<file path="src/rtl/mem_arbiter.sv">
// mem_arbiter: shares one memory port between I-cache line refills (multi-beat reads)
// and single-word LSU accesses, with tie arbitration and a saturating conflict counter.
module mem_arbiter #(
  parameter int LINE_WORDS = 4,
  parameter bit D_PRIORITY = 1'b0
) (
  input  logic                          clk,
  input  logic                          reset,
  input  logic                          i_req,
  input  logic [31:0]                   i_addr,
  output logic [31:0]                   i_rdata,
  output logic                          i_rvalid,
  output logic [$clog2(LINE_WORDS)-1:0] i_beat,
  output logic                          i_done,
  input  logic                          d_req,
  input  logic                          d_we,
  input  logic [31:0]                   d_addr,
  input  logic [31:0]                   d_wdata,
  input  logic [3:0]                    d_wstrb,
  output logic [31:0]                   d_rdata,
  output logic                          d_done,
  output logic                          mem_req,
  output logic                          mem_we,
  output logic [31:0]                   mem_addr,
  output logic [31:0]                   mem_wdata,
  output logic [3:0]                    mem_wstrb,
  input  logic [31:0]                   mem_rdata,
  input  logic                          mem_ready,
  output logic                          busy,
  output logic [31:0]                   conflict_count
);
  typedef enum logic [1:0] {IDLE, I_BURST, D_ACC, DONE} state_t;
  localparam logic [31:0] LINE_MASK = 32'(LINE_WORDS * 4 - 1);
  state_t state_q;
  logic last_d_q;
  logic [$clog2(LINE_WORDS)-1:0] beat_q;
  logic grant_d, grant_i, beat_done, conflict;
  logic [31:0] conflict_d;
  // D wins a tie under fixed priority, or when I owned the port last
  assign grant_d = d_req & (~i_req | D_PRIORITY | ~last_d_q);
  assign grant_i = i_req & ~grant_d;
  assign beat_done = mem_req & mem_ready;
  assign conflict = (state_q == IDLE && i_req && d_req) ||
                    (state_q == I_BURST && d_req) ||
                    (state_q == D_ACC && i_req) ||
                    (state_q == DONE && (last_d_q ? i_req : d_req));
  assign conflict_d = (conflict && !(&conflict_count)) ? conflict_count + 32'd1 : conflict_count;
  always_ff @(posedge clk or negedge reset) begin
    if (!reset) begin
      state_q        <= IDLE;
      last_d_q       <= 1'b0;
      beat_q         <= '0;
      i_rdata        <= '0;
      i_rvalid       <= 1'b0;
      i_beat         <= '0;
      i_done         <= 1'b0;
      d_rdata        <= '0;
      d_done         <= 1'b0;
      mem_req        <= 1'b0;
      mem_we         <= 1'b0;
      mem_addr       <= '0;
      mem_wdata      <= '0;
      mem_wstrb      <= '0;
      busy           <= 1'b0;
      conflict_count <= '0;
    end else begin
      i_rvalid       <= 1'b0;
      i_done         <= 1'b0;
      d_done         <= 1'b0;
      conflict_count <= conflict_d;
      case (state_q)
        IDLE: begin
          if (grant_d) begin
            state_q   <= D_ACC;
            busy      <= 1'b1;
            mem_req   <= 1'b1;
            mem_we    <= d_we;
            mem_addr  <= d_addr;
            mem_wdata <= d_wdata;
            mem_wstrb <= d_we ? d_wstrb : 4'h0;
          end else if (grant_i) begin
            state_q   <= I_BURST;
            busy      <= 1'b1;
            mem_req   <= 1'b1;
            mem_we    <= 1'b0;
            mem_addr  <= i_addr & ~LINE_MASK;
            mem_wstrb <= 4'h0;
            beat_q    <= '0;
          end
        end
        I_BURST: begin
          if (beat_done) begin
            i_rvalid <= 1'b1;
            i_rdata  <= mem_rdata;
            i_beat   <= beat_q;
            beat_q   <= beat_q + 1'b1;
            mem_addr <= mem_addr + 32'd4;
            if (&beat_q) begin
              mem_req  <= 1'b0;
              state_q  <= DONE;
              i_done   <= 1'b1;
              last_d_q <= 1'b0;
            end
          end
        end
        D_ACC: begin
          if (beat_done) begin
            mem_req  <= 1'b0;
            state_q  <= DONE;
            d_done   <= 1'b1;
            d_rdata  <= mem_we ? 32'h0 : mem_rdata;
            last_d_q <= 1'b1;
          end
        end
        DONE: begin
          state_q <= IDLE;
          busy    <= 1'b0;
        end
      endcase
    end
  end
endmodule

</file>
<file path="config.mk">
export PLATFORM = sky130hd
export DESIGN_NAME = mem_arbiter
export DESIGN_NICKNAME = d
export VERILOG_FILES = /design/src/rtl/mem_arbiter.sv
export SDC_FILE = /design/constraint.sdc
export NUM_CORES = 1
export LEC_CHECK = 0
export CAP_MARGIN = 5
export CORE_UTILIZATION = 24
export CTS_BUF_LIST = sky130_fd_sc_hd__clkbuf_4
export CTS_CLUSTER_SIZE = 14
export DETAILED_ROUTE_END_ITERATION = 7
export GPL_ROUTABILITY_DRIVEN = 0
export PLACE_DENSITY = 0.53
export REMOVE_ABC_BUFFERS = 1
export SLEW_MARGIN = 20
export SYNTH_ARGS = -nofsm -noshare
export SYNTH_HDL_FRONTEND = slang
export SYNTH_SLANG_ARGS = --single-unit
</file>
<file path="constraint.sdc">
create_clock -name clk -period 2.5 [get_ports clk]
set_input_delay 0.5 -clock clk [delete_from_list [all_inputs] [get_ports clk]]
set_output_delay 0.5 -clock clk [all_outputs]
set_load 0.005 [all_outputs]
</file>
==> results.txt <==
clock skew = 0.0295 ns
Placed Cells incl. Taps = 1,607
core region area = 34,800 sq um
Max rail drop VDD = 349 uV
number of flops mapped to enable cells by yosys = 0
Setup violations, final = 0
vias per std cell = 4.54
number of synthesis warnings = 0
Tot Pwr = 0.0130 W
startpoint types = flip-flop
antenna cells = 0
First-pass DRT Iterations = 4
syn avg cell area = 10.1 sq um
fin crit share = 91.3%
Cell Pwr Density = 1020 nW/um^2
DR WL/cell = 16.6 microns
Final Non-Filler Cells = 1,640
post-synthesis adder-cell area fraction = 1.31%
slowest stage delay, CP = 0.58 ns
clock slew at reported path FFs = 0.17 ns
slew margin rel. = 62.7%
CP endpoint kind = flip-flop
CTS root buf = clkbuf_4
Clock Tree Buf Depth = 2
Fmax achieved = 0.438 GHz
initial cell density of the core = 24.6%
critical path data required time = 3.03 ns
synthesized instance count = 850
largest net degree at the start of global routing = 66
slowest cell on the critical path = nor4_1
final setup slack of the worst path = 0.217 ns
1st-iter DRT viols = 361
TritonCTS Sinks = 177
Compound-Gate Fraction of Synth Area = 10.1%
Mapped Area = 8570 sq um
most frequent cells in the layout = 304 x clkdlybuf4s50_1, 190 x nand2_1, 177 x dfrtp_1
gr usage total = 15.0%
first-pass GRT wire length = 42,400 microns
Area growth, synth to finish = 48.4%
post-route ant nets = 0
crit path cell chain = ha_1, and3_1, nand3_1, nor4_1, mux2_2, o221ai_1
Synth cell types = 64
static leakage = 5.41 nW
Vias = 7,442
CTS tree = yes
WP buf/inv = 0
commonest non-fill, non-tap cell in the layout = clkdlybuf4s50_1
post-synthesis mux area share = 9.74%
crit-path max FO = 6
die width = 191 microns
max-cap viol count = 0
initial antenna violation count = 0
hold crit path type = primary input to async pin
FP Rows = 68
layout cell share with drive strength beyond 1 = 12.9%
Worst-Margin Slew = 0.556 ns
Critical Path AT = 2.81 ns
I/O Buffers = 305
Final #Nets = 1,319
dominant synthesized flop cell = dfrtp_1
Slew Limit Fails = 0
Setup CP Type = flip-flop to flip-flop
largest family of logic cells by synthesized area = simple AND/OR/NAND/NOR gates
Hold Vio Cnt, Final = 0
Seq cells post-synth = 177
clock network latency to the later pin of the worst-skew pair = 0.60 ns
async set or reset register ratio after synthesis = 100%
die height = 191 microns
HPWL Detailed = 19,700 microns
Ports = 310
GRT overflow = 0
Setup Slack @ Placement = 0.0688 ns
Die ar. = 36,500 sq um
post-synthesis sequential area ratio = 51.7%
outcome = finished clean
Tmin final = 2.28 ns
CTS buffer count = 17
Post-Synth Simple-Gate Area = 21.9%
drc violations = 0
H-tree depth = 4
Routed Wire Length = 27,200 microns
unrepaired setup endpoints after global routing = false
Top delay family on crit path = simple AND/OR/NAND/NOR gates
setup TNS = 0 ns
XOR/XNOR share of the synthesized area = 2.76%
vias in the first global route = 7,423
==> area by class of cell <==
cell class              count  area (sq um)
clock buffers              17           128
flip-flops and latches    177          4430
inverters                  11          41.3
fillers                  3525         22100
clock inverters            15           144
multi-input cells         622          3940
repair buffers            343          3460
well taps                 455           569
==> synth_stat cells (all sizes together), types with 16 or more instances <==
| master | n | area (sq um) |
|---|---|---|
| mux2i | 17 | 170 |
| dfrtp | 177 | 4430 |
| nand3 | 38 | 213 |
| a21oi | 34 | 178 |
| o22ai | 20 | 125 |
| nand4 | 16 | 136 |
| mux2 | 59 | 664 |
| o21ai | 59 | 295 |
| nor2 | 20 | 75.1 |
| clkbuf | 18 | 67.6 |
| nand2b | 35 | 219 |
| buf | 22 | 106 |
| nand2 | 192 | 723 |
| xnor2 | 18 | 158 |
| and3 | 17 | 106 |
==> metrics by stage <==
| step | cell area (sq um) | hold slack [ns] | utilization (%) |
|---|---|---|---|
| 3_5_place_dp | 12400 | 0.462 | 35.7 |
| 6_report | 12700 | 0.415 | 36.5 |
| 2_1_floorplan | 8390 | 0.204 | - |
| 5_1_grt | 12700 | 0.362 | 36.5 |
| 3_3_place_gp | 12400 | 0.459 | 35.7 |
| 4_1_cts | 12700 | 0.359 | 36.5 |
==> per-layer routing <==
metal	GRT usage [%]	share of wire [%]	up-vias
met5	0	0	-
li1	-	-	3630
met4	3.38	1.2	0
met3	3.78	6.9	19
met1	20.6	46	3558
met2	23.4	45	235
==> kinds of logic after synthesis <==
family          count (synthesis)
simple gates                  367
flops                         177
compound gates                143
mux                            76
buf+inv                        51
xor+xnor                       27
fa+ha+maj                       9
==> state kept, by name, indices dropped and copies added (netlist names), 2 cells and up <==
signal          count
mem_addr           32
mem_wstrb           4
conflict_count     32
state_q             2
beat_q              2
i_rdata            32
d_rdata            32
mem_wdata          32
i_beat              2
==> report_power, final <==
group	internal [W]	leakage [nW]	switching (W)	total (W)
clock	0.000445	0.143	0.00121	0.00166
combinational	0.00363	3.04	0.00280	0.00643
sequential	0.00400	2.23	0.000912	0.00492
total	0.00808	5.41	0.00492	0.0130
==> worst paths after layout <==
check | start | slack [ns] | cells after the start | end
max | mem_addr[3] | 0.22 | 6 | mem_addr[24]
min | reset | 0.42 | 2 | d_rdata[13]
max reg2reg | mem_addr[3] | 0.22 | 6 | mem_addr[24]
min reg2reg | d_rdata[22] | 0.50 | 2 | d_rdata[22]
max in group asynchronous | reset | 1.40 | 3 | d_rdata[7]
min in group clk | d_wstrb[3] | 0.42 | 3 | mem_wstrb[3]
==> what timing repair did <==
action                                 4_1_cts  5_1_grt
endpoints found under the hold margin       52        0
setup buffers                                0        0
gates resized for setup                      0        0
hold buffers                                 1        0
(Power assumes the default switching activity.)
